<file path="src/rtl/matmul_sequencer_pkg.sv">
// Shared constants for the matrix blocks: sequencer state encoding,
// address/accumulator widths and the row-major address helper.
package matmul_sequencer_pkg;

  localparam int ADDR_W = 32;
  localparam int ACC_W  = 32;

  typedef logic [ADDR_W-1:0] addr_t;
  typedef logic [ACC_W-1:0]  acc_t;

  typedef enum logic [2:0] {
    ST_IDLE  = 3'd0,
    ST_READ  = 3'd1,
    ST_ACC   = 3'd2,
    ST_WRITE = 3'd3,
    ST_DONE  = 3'd4
  } state_e;

  // Linear address of element (row, col) in a row-major matrix of ncols columns.
  function automatic addr_t rm_addr(input addr_t row, input addr_t ncols, input addr_t col);
    return row * ncols + col;
  endfunction

endpackage

</file>
<file path="src/rtl/matmul_sequencer_if.sv">
// Memory-side and control handshake bundle between the sequencer and the
// A/B read memories, the C write memory and the controlling host.
interface matmul_sequencer_if
  import matmul_sequencer_pkg::*;
#(
  parameter int DW = 8
);

  logic          start;
  logic          a_ready;
  logic          b_ready;

  logic          rd_a;
  addr_t         rd_a_addr;
  logic [DW-1:0] a_data;

  logic          rd_b;
  addr_t         rd_b_addr;
  logic [DW-1:0] b_data;

  logic          wr_c;
  addr_t         wr_c_addr;
  acc_t          wr_c_data;

  logic          busy;
  logic          done;

  modport master (
    input  start, a_ready, b_ready, a_data, b_data,
    output rd_a, rd_a_addr, rd_b, rd_b_addr,
    output wr_c, wr_c_addr, wr_c_data, busy, done
  );

  modport slave (
    output start, a_ready, b_ready, a_data, b_data,
    input  rd_a, rd_a_addr, rd_b, rd_b_addr,
    input  wr_c, wr_c_addr, wr_c_data, busy, done
  );

endinterface

</file>
<file path="src/rtl/matmul_sequencer_mac.sv">
// Multiply-accumulate: unsigned DW x DW product zero-extended into a
// wrapping accumulator; clear has priority over enable.
module mac_unit
  import matmul_sequencer_pkg::*;
#(
  parameter int DW = 8
) (
  input  logic          clk,
  input  logic          rst,
  input  logic          clear_i,
  input  logic          enable_i,
  input  logic [DW-1:0] a_i,
  input  logic [DW-1:0] b_i,
  output acc_t          acc_o
);

  logic [2*DW-1:0] prod;
  acc_t            acc_q;
  acc_t            acc_d;

  assign prod = a_i * b_i;

  always_comb begin
    acc_d = acc_q;
    if (clear_i) begin
      acc_d = '0;
    end else if (enable_i) begin
      acc_d = acc_q + ACC_W'(prod);
    end
  end

  always_ff @(posedge clk or posedge rst) begin
    if (rst) begin
      acc_q <= '0;
    end else begin
      acc_q <= acc_d;
    end
  end

  assign acc_o = acc_q;

endmodule

</file>
<file path="src/rtl/matmul_sequencer.sv">
// Sequences C = A x B one element at a time: K read/accumulate pairs per
// element, then a single write of the finished dot product.
module matmul_sequencer
  import matmul_sequencer_pkg::*;
#(
  parameter int M  = 2,
  parameter int K  = 2,
  parameter int P  = 2,
  parameter int DW = 8
) (
  input logic                clk,
  input logic                rst,
  matmul_sequencer_if.master bus
);

  localparam addr_t M_LAST = addr_t'(M - 1);
  localparam addr_t K_LAST = addr_t'(K - 1);
  localparam addr_t P_LAST = addr_t'(P - 1);
  localparam addr_t K_COLS = addr_t'(K);
  localparam addr_t P_COLS = addr_t'(P);

  state_e state_q, state_d;
  addr_t  i_q, i_d;
  addr_t  j_q, j_d;
  addr_t  k_q, k_d;

  logic   rd_en;
  logic   wr_en;
  logic   mac_clr;
  logic   mac_en;
  acc_t   acc;

  addr_t  a_addr_live, b_addr_live, c_addr_live;
  addr_t  a_addr_q, b_addr_q, c_addr_q;
  acc_t   c_data_q;

  mac_unit #(.DW(DW)) u_mac (
    .clk      (clk),
    .rst      (rst),
    .clear_i  (mac_clr),
    .enable_i (mac_en),
    .a_i      (bus.a_data),
    .b_i      (bus.b_data),
    .acc_o    (acc)
  );

  always_comb begin
    // NOTE: every signal written here gets a default first, so no path through the case can infer a latch.
    state_d = state_q;
    i_d     = i_q;
    j_d     = j_q;
    k_d     = k_q;
    rd_en   = 1'b0;
    wr_en   = 1'b0;
    mac_clr = 1'b0;
    mac_en  = 1'b0;

    case (state_q)
      ST_IDLE: begin
        mac_clr = 1'b1;
        i_d     = '0;
        j_d     = '0;
        k_d     = '0;
        if (bus.start && bus.a_ready && bus.b_ready) begin
          state_d = ST_READ;
        end
      end

      ST_READ: begin
        rd_en   = 1'b1;
        state_d = ST_ACC;
      end

      ST_ACC: begin
        mac_en = 1'b1;
        if (k_q == K_LAST) begin
          k_d     = '0;
          state_d = ST_WRITE;
        end else begin
          k_d     = k_q + 1'b1;
          state_d = ST_READ;
        end
      end

      ST_WRITE: begin
        wr_en   = 1'b1;
        mac_clr = 1'b1;
        if (j_q == P_LAST) begin
          j_d = '0;
          if (i_q == M_LAST) begin
            i_d     = '0;
            state_d = ST_DONE;
          end else begin
            i_d     = i_q + 1'b1;
            state_d = ST_READ;
          end
        end else begin
          j_d     = j_q + 1'b1;
          state_d = ST_READ;
        end
      end

      // Hold done until the host drops start, so a level start cannot retrigger.
      ST_DONE: begin
        if (!bus.start) begin
          state_d = ST_IDLE;
        end
      end

      default: state_d = ST_IDLE;
    endcase
  end

  // NOTE: registers use non-blocking assignments so every one updates from the same pre-edge values.
  always_ff @(posedge clk or posedge rst) begin
    if (rst) begin
      state_q <= ST_IDLE;
      i_q     <= '0;
      j_q     <= '0;
      k_q     <= '0;
    end else begin
      state_q <= state_d;
      i_q     <= i_d;
      j_q     <= j_d;
      k_q     <= k_d;
    end
  end

  assign a_addr_live = rm_addr(i_q, K_COLS, k_q);
  assign b_addr_live = rm_addr(k_q, P_COLS, j_q);
  assign c_addr_live = rm_addr(i_q, P_COLS, j_q);

  // Last-issued address/data, so the bus holds steady while strobes are low.
  always_ff @(posedge clk or posedge rst) begin
    if (rst) begin
      a_addr_q <= '0;
      b_addr_q <= '0;
      c_addr_q <= '0;
      c_data_q <= '0;
    end else begin
      if (rd_en) begin
        a_addr_q <= a_addr_live;
        b_addr_q <= b_addr_live;
      end
      if (wr_en) begin
        c_addr_q <= c_addr_live;
        c_data_q <= acc;
      end
    end
  end

  assign bus.rd_a      = rd_en;
  assign bus.rd_b      = rd_en;
  assign bus.rd_a_addr = rd_en ? a_addr_live : a_addr_q;
  assign bus.rd_b_addr = rd_en ? b_addr_live : b_addr_q;
  assign bus.wr_c      = wr_en;
  assign bus.wr_c_addr = wr_en ? c_addr_live : c_addr_q;
  assign bus.wr_c_data = wr_en ? acc : c_data_q;
  assign bus.busy      = (state_q == ST_READ) || (state_q == ST_ACC) || (state_q == ST_WRITE);
  assign bus.done      = (state_q == ST_DONE);

endmodule

</file>
<file path="src/flat_wrapper.sv">
// flat-port wrapper written by rule: the top's interface ports become plain ports
module matmul_sequencer_flat import matmul_sequencer_pkg::*;
#(
  parameter int M  = 2,
  parameter int K  = 2,
  parameter int P  = 2,
  parameter int DW = 8
)
  (clk, rst, bus_start, bus_a_ready, bus_b_ready, bus_a_data, bus_b_data, bus_rd_a, bus_rd_a_addr, bus_rd_b, bus_rd_b_addr, bus_wr_c, bus_wr_c_addr, bus_wr_c_data, bus_busy, bus_done);
  matmul_sequencer_if #(.DW(DW)) bus_i ();
  input logic clk;
  input logic rst;
  input wire logic [$bits(bus_i.start)-1:0] bus_start;
  input wire logic [$bits(bus_i.a_ready)-1:0] bus_a_ready;
  input wire logic [$bits(bus_i.b_ready)-1:0] bus_b_ready;
  input wire logic [$bits(bus_i.a_data)-1:0] bus_a_data;
  input wire logic [$bits(bus_i.b_data)-1:0] bus_b_data;
  output wire logic [$bits(bus_i.rd_a)-1:0] bus_rd_a;
  output wire logic [$bits(bus_i.rd_a_addr)-1:0] bus_rd_a_addr;
  output wire logic [$bits(bus_i.rd_b)-1:0] bus_rd_b;
  output wire logic [$bits(bus_i.rd_b_addr)-1:0] bus_rd_b_addr;
  output wire logic [$bits(bus_i.wr_c)-1:0] bus_wr_c;
  output wire logic [$bits(bus_i.wr_c_addr)-1:0] bus_wr_c_addr;
  output wire logic [$bits(bus_i.wr_c_data)-1:0] bus_wr_c_data;
  output wire logic [$bits(bus_i.busy)-1:0] bus_busy;
  output wire logic [$bits(bus_i.done)-1:0] bus_done;
  assign bus_i.start = bus_start;
  assign bus_i.a_ready = bus_a_ready;
  assign bus_i.b_ready = bus_b_ready;
  assign bus_i.a_data = bus_a_data;
  assign bus_i.b_data = bus_b_data;
  assign bus_rd_a = bus_i.rd_a;
  assign bus_rd_a_addr = bus_i.rd_a_addr;
  assign bus_rd_b = bus_i.rd_b;
  assign bus_rd_b_addr = bus_i.rd_b_addr;
  assign bus_wr_c = bus_i.wr_c;
  assign bus_wr_c_addr = bus_i.wr_c_addr;
  assign bus_wr_c_data = bus_i.wr_c_data;
  assign bus_busy = bus_i.busy;
  assign bus_done = bus_i.done;
  matmul_sequencer #(.M(M), .K(K), .P(P), .DW(DW)) u_core (.clk(clk), .rst(rst), .bus(bus_i));
endmodule
</file>
<file path="config.mk">
export PLATFORM = sky130hd
export DESIGN_NAME = matmul_sequencer_flat
export DESIGN_NICKNAME = d
export VERILOG_FILES = /design/src/rtl/matmul_sequencer_pkg.sv /design/src/rtl/matmul_sequencer_if.sv /design/src/rtl/matmul_sequencer_mac.sv /design/src/rtl/matmul_sequencer.sv /design/src/flat_wrapper.sv
export SDC_FILE = /design/constraint.sdc
export NUM_CORES = 1
export LEC_CHECK = 0
export ABC_AREA = 1
export CAP_MARGIN = 20
export CORE_MARGIN = 1.5
export CORE_UTILIZATION = 47
export DETAILED_ROUTE_END_ITERATION = 16
export PLACE_DENSITY_LB_ADDON = 0.2
export SETUP_SLACK_MARGIN = 0.5
export SYNTH_ARGS = -nofsm -noshare
export SYNTH_HDL_FRONTEND = slang
export SYNTH_HIERARCHICAL = 1
export SYNTH_SLANG_ARGS = --single-unit
</file>
<file path="constraint.sdc">
create_clock -name clk -period 11.2 [get_ports clk]
set_input_delay 1.68 -clock clk [delete_from_list [all_inputs] [get_ports clk]]
set_output_delay 1.68 -clock clk [all_outputs]
set_load 0.05 [all_outputs]
</file>
==> key figures, run 1 <==
Synthesis
  – Cells after Synth: 3,489
  – Synth warnings: 6
  – FF+latch count, synth: 259
  – Synthesized area: 22,440 um^2
  – Syn_area_per_cell: 6.431 um^2
  – Synth Net Count: 3,700
  – Register area share after synthesis: 28.88%
  – Number of distinct library cells after synthesis: 41

Setup path
  – CP Data Arrival Time: 3.87 ns
  – Most used cell along the critical path: nand3_1
  – Slowest stage cell, crit path: clkdlybuf4s50_1
  – Critical-path cell list: ha_1 > inv_1 > fa_1 > inv_1 > nand3_1 > nand3_1 > nand3_1 > nand3_1 > nand2_1 > nand3_1 > nand3_1 > nand2_1 > clkdlybuf4s50_1
  – Largest stage delay on the critical path: 0.82 ns
  – Startpoint types: flop
  – Crit path buffers/inverters: 3
  – Crit path kind: reg2out
  – Top cell family by delay on the critical path: buffers and inverters
  – CP required: 9.52 ns
  – Critical path endpoint category: output pin
  – Critical path peak fanout: 8

Placed design
  – I/O Buffers: 153
  – Placed Area: 24,530 um^2
  – HPWL Detailed: 55,340 um
  – Gp weighted congestion: 0.9853

GRT
  – Initial antenna violation count: 0
  – Total congestion overflow: 0
  – GRT Overall Usage: 29.10%
  – Vias in the first global route: 21,220
  – First-pass GRT wire length: 114,100 um
  – Largest net degree at the start of global routing: 109

Power
  – Total power: 4179 uW
  – Worst IR Drop VDD: 223.9 uV
  – Pwr Density: 162.8 nW/um^2
  – Leak pwr: 0.01399 uW

Clocking
  – Clock slew at reported path FFs: 0.05 ns
  – CTS tree: done
  – Worst-Skew Late Latency: 0.57 ns
  – Clk sinks: 259
  – H-tree depth: 2
  – Deepest clock path buffer count: 3
  – Post_cts resized: 0
  – Hold_buf cts: 0
  – TritonCTS Buffers: 35
  – Post-CTS setup buffers: 0
  – Clock root cell: clkbuf_16

Floorplan
  – Die H: 221.5 um
  – Die Area: 49,060 um^2
  – Die X: 221.5 um
  – Initial core utilization: 47.89%
  – Core Region: 46,850 um^2
  – Row Count: 79
  – I/O Pins: 154

Routing
  – Post-DR wirelength/cell: 16.66 um
  – Total Wirelength: 70,780 um
  – Post-route DRC violation count: 0
  – Post-route ant nets: 0
  – DRT Pass-1 Iters: 8
  – Vias: 22,160
  – Vias per cell: 5.216
  – Initial detailed-routing violation count: 1,802

Layout
  – Filler instances: 4,883
  – Commonest non-fill, non-tap cell in the layout: nand2_1
  – Layout cells sized above 1: 3.597%
  – Reg area: 6481 um^2
  – Net total in the final layout: 3,831
  – Area of the multi-input gates: 13,400 um^2
  – Design area: 25,670 um^2
  – Commonest non-fill, non-tap cells in the layout: 1,283 x nand2_1, 590 x inv_1, 271 x nand3_1, 259 x dfrtp_1, 256 x nor2_1
  – Area Growth Syn to Fin: 14.42%
  – Antenna Cells: 0

Status
  – Status: complete, no violations

Timing
  – Final hold vios: 0
  – Final Cycle Share: 49.59%
  – Slew HR: 29.60%
  – Final setup viols: 0
  – Count of final max-slew check failures: 0
  – RSZ-0062 raised after global routing: false
  – Slew @ Worst Pin: 1.056 ns
  – Fmax: 180.1 MHz
  – Tmin final: 5.554 ns
  – Setup TNS: 0 ns
  – Hold_ws: 0.4622 ns
  – Clock Skews: 0.01586 ns

Job
  – Maxcap violations: 0

Worst hold path
  – Worst min path class: reg2reg
-- Yosys cell counts, drive strengths merged --
cell / n / share of area (%)
a21oi: 95 / 2.2
or2: 9 / 0.25
a21o: 3 / 0.10
a22o: 1 / 0.039
nor3: 61 / 1.4
ha: 137 / 7.6
o22ai: 32 / 0.89
clkbuf: 47 / 0.79
o32ai: 2 / 0.078
clkinv: 1 / 0.017
nor3b: 5 / 0.17
o211ai: 2 / 0.067
nand3: 280 / 6.4
o21ai: 120 / 2.7
xor2: 38 / 1.5
nand3b: 19 / 0.64
nor4: 4 / 0.11
xnor2: 44 / 1.7
and2: 6 / 0.17
o21bai: 7 / 0.23
fa: 53 / 4.7
nand2: 1302 / 22
nor2: 269 / 4.7
inv: 598 / 10
dfrtp: 259 / 29
buf: 25 / 0.62
nand4: 67 / 1.9
and3: 3 / 0.084
-- state kept, by name, summed over array words and instances, names as in the netlist, 32 cells and up --
name and cells:
u_core/a_addr_q 32, u_core/b_addr_q 32, u_core/c_addr_q 32, u_core/c_data_q 32
u_core/i_q 32, u_core/j_q 32, u_core/k_q 32, u_core/u_mac/acc_o 32
-- worst register-to-register path, stage by stage, from the launching register on --
cell      delay (ns)
dfrtp_1         0.41
inv_1           0.10
nor2_1          0.16
inv_2           0.08
nor2_4          0.10
clkinv_2        0.59
buf_4           0.57
nand2_1         0.12
buf_4           0.34
nor2_1          0.11
buf_4           0.22
inv_1           0.62
nand3_1         0.14
nor3_1          0.31
nand3_1         0.12
nand2_1         0.07
nor2_1          0.05
-- through the flow --
stage / worst slack (ns) / util [%] / std cells
6_report: 5.646 / 54.80 / 4249
5_1_grt: 5.360 / 54.80 / 4249
4_1_cts: 5.643 / 54.80 / 4249
3_5_place_dp: 5.106 / 52.35 / 4190
3_3_place_gp: 5.107 / 52.35 / 4190
2_1_floorplan: 3.300 / - / 3489
-- path summary, 6_finish.rpt --
kind	cells after the start	slack, ns	start	to
worst max-delay path	13	5.65	u_core/i_q[0]	bus_wr_c_addr[29]
worst min-delay path	2	0.46	u_core/c_data_q[29]	u_core/c_data_q[29]
worst max register to register	16	7.01	u_core/state_q[1]	u_core/u_mac/acc_o[31]
worst min register to register	2	0.46	u_core/c_data_q[29]	u_core/c_data_q[29]
max in group asynchronous	3	7.98	rst	u_core/c_addr_q[11]
min in group asynchronous	2	1.66	rst	u_core/b_addr_q[22]
-- routing by layer --
metal	global-route usage, %	part of all wire, %	up-vias	wire (um)
met4	10.43	3.1	0	2195
met3	3.817	6.1	116	4283
met5	0	0	-	0
met2	49.72	47	703	33150
li1	-	-	11160	-
met1	37.76	44	10190	31150
-- cell type report --
type | count | share of cell area (%)
clock buffers | 43 | 3.684
flip-flops and latches | 259 | 25.24
multi-input cells | 2559 | 52.19
well taps | 607 | 2.958
inverters | 599 | 8.791
repair buffers | 166 | 6.345
clock inverters | 16 | 0.7895
-- power by group --
part	leakage (uW)	internal [uW]	switching, uW
Combinational	0.00986	565	1390
Sequential	0.00358	1020	53.4
Clock	0.000559	693	462
Total	0.0140	2280	1900
-- cell families after synthesis --
family          Yosys count  synth area share, %
flops                   259                28.88
simple gates           2025                37.86
xor+xnor                 82                3.201
fa+ha+maj               190                12.37
compound gates          262                6.256
buf+inv                 671                11.43
No activity file was read; power rests on OpenSTA's default activity.
==> run 2, diff against run 1 <==
clock period = 4.9 ns   (was 11.2 ns; I/O delays follow)
==> key figures, run 2 (synthesized netlist as in run 1, its figures left out) <==
Placed design
  – HPWL Detailed: 55,450 um
  – I/O Buffers: 153
  – Gp weighted congestion: 0.9816
  – Pre-CTS setup slack: -0.2183 ns
  – Placed Area: 24,820 um^2

Power
  – Switching share of power: 43.98%
  – Pint: 5703 uW
  – Combinational Power Share: 49.4%
  – Worst IR Drop VDD: 473.2 uV
  – Clock power share: 26.6%
  – Sw Pwr: 4478 uW
  – Power share of the sequential group: 24.0%
  – Pwr Density: 389.7 nW/um^2
  – Leak pwr: 0.01471 uW

Worst hold path
  – Hold Crit Depth: 2
  – Worst min path class: reg2reg

Timing
  – Setup TNS: 0 ns
  – Final setup viols: 0
  – Final Cycle Share: 87.18%
  – Fmax: 234.1 MHz
  – Hold_ws: 0.4634 ns
  – Final hold vios: 0
  – Clock Skews: 0.02357 ns
  – Count of final max-slew check failures: 0
  – RSZ-0062 raised after global routing: true
  – Final worst setup slack: 0.6280 ns
  – Slew @ Worst Pin: 1.086 ns
  – Slew HR: 27.30%
  – Tmin final: 4.272 ns

Setup path
  – Startpoint types: flop
  – Reg2Reg Depth: 20
  – Crit path kind: reg2out
  – CP Data Arrival Time: 3.54 ns
  – Critical path peak fanout: 7
  – CP required: 4.16 ns
  – Critical path endpoint category: output pin

Floorplan
  – Die X: 221.5 um
  – Die H: 221.5 um
  – I/O Pins: 154
  – Core Region: 46,850 um^2
  – Row Count: 79
  – Initial core utilization: 47.89%
  – Die Area: 49,060 um^2

Layout
  – Util after Layout: 55.76%
  – Design area: 26,130 um^2
  – Commonest non-fill, non-tap cell in the layout: nand2_1
  – Layout cells sized above 1: 5.000%
  – Net total in the final layout: 3,870
  – Commonest non-fill, non-tap cells in the layout: 1,282 x nand2_1, 590 x inv_1, 271 x nand3_1, 259 x dfrtp_1, 256 x nor2_1
  – Filler instances: 4,793
  – Antenna Cells: 0
  – Area Growth Syn to Fin: 16.43%

Clocking
  – Deepest clock path buffer count: 3
  – H-tree depth: 2
  – Clock root cell: clkbuf_16
  – CTS tree: done
  – Hold_buf cts: 0
  – Clk sinks: 259
  – Clock slew at reported path FFs: 0.06 ns
  – TritonCTS Buffers: 35
  – Worst-Skew Late Latency: 0.56 ns

Routing
  – DRT Pass-1 Iters: 8
  – Post-route ant nets: 0
  – Initial detailed-routing violation count: 1,869
  – Post-DR wirelength/cell: 16.44 um
  – Vias: 22,130
  – Vias per cell: 5.162
  – Post-route DRC violation count: 0
  – Total Wirelength: 70,490 um

GRT
  – Largest net degree at the start of global routing: 162
  – Vias in the first global route: 21,190
  – First-pass GRT wire length: 112,500 um
  – GRT Overall Usage: 28.76%
  – Initial antenna violation count: 0
  – Total congestion overflow: 0

Status
  – Status: complete, no violations

Job
  – Maxcap violations: 0
run 2: cell types whose count changed in the layout (fill, tap and decap cells not counted), moves of 4 or more:
cell	change
clkdlybuf4s50_1	-54
buf_4	+40
dlymetal6s2s_1	+26
dlygate4sd2_1	+20
ha_1	-7
ha_4	+5
clkbuf_2	+4
run 2: worst max-delay path, stage by stage, from the launching register on:
cell and delay (ns):
dfrtp_1 0.60, inv_2 0.22, fa_1 0.49, inv_1 0.11, nand3_1 0.09, nand3_1 0.19, nand2_1 0.14, nand4_1 0.09
nand3_1 0.10, nand2_1 0.12, clkdlybuf4s50_1 0.82
run 2: worst paths after layout:
| kind | start | to | slack, ns |
|---|---|---|---|
| min in group asynchronous | rst | u_core/u_mac/acc_o[24] | 0.71 |
| worst max-delay path | u_core/j_q[2] | bus_rd_b_addr[27] | 0.63 |
| worst min register to register | u_core/c_data_q[22] | u_core/c_data_q[22] | 0.46 |
| worst min-delay path | u_core/c_data_q[22] | u_core/c_data_q[22] | 0.46 |
| worst max register to register | u_core/u_mac/acc_o[7] | u_core/u_mac/acc_o[20] | 1.03 |
| max in group asynchronous | rst | u_core/c_data_q[2] | 3.24 |
run 2: power by group through the flow:
stage	Clock, uW	Sequential, uW	Combinational (uW)
2_1_floorplan	0	2440	3330
3_3_place_gp	0	2480	4730
3_5_place_dp	0	2480	4760
4_1_cts	2750	2450	4820
5_1_grt	2830	2460	5560
6_report	2710	2450	5030
run 2: final cells by class:
cell class	instances	area, um^2	area share [%]
clock buffer	49	1041	3.984
clock inverter	9	152.6	0.5843
inverter	599	2253	8.625
multi-input combinational	2559	13490	51.63
sequential	259	6481	24.81
tap	607	759.5	2.907
timing repair buffer	205	1949	7.461
run 2: stage by stage:
step	total power, uW	std cells
floorplan	5769	3489
global placement	7208	4228
detailed placement	7244	4228
CTS	10020	4286
global route	10850	4287
finish	10180	4287
run 2: layer usage:
| layer | routed length, um | vias up | track usage (%) |
|---|---|---|---|
| met4 | 2150 | 0 | 9.700 |
| met2 | 33480 | 616 | 49.91 |
| met5 | 0 | - | 0 |
| li1 | - | 11230 | - |
| met3 | 4017 | 126 | 3.605 |
| met1 | 30840 | 10150 | 37.03 |
run 2: what timing repair did:
action / in CTS / in global routing
setup endpoints to repair: 38 / 49
setup buffers: 0 / 1
pin swaps: 0 / 7
gates cloned: 0 / 0
resized for setup: 28 / 49
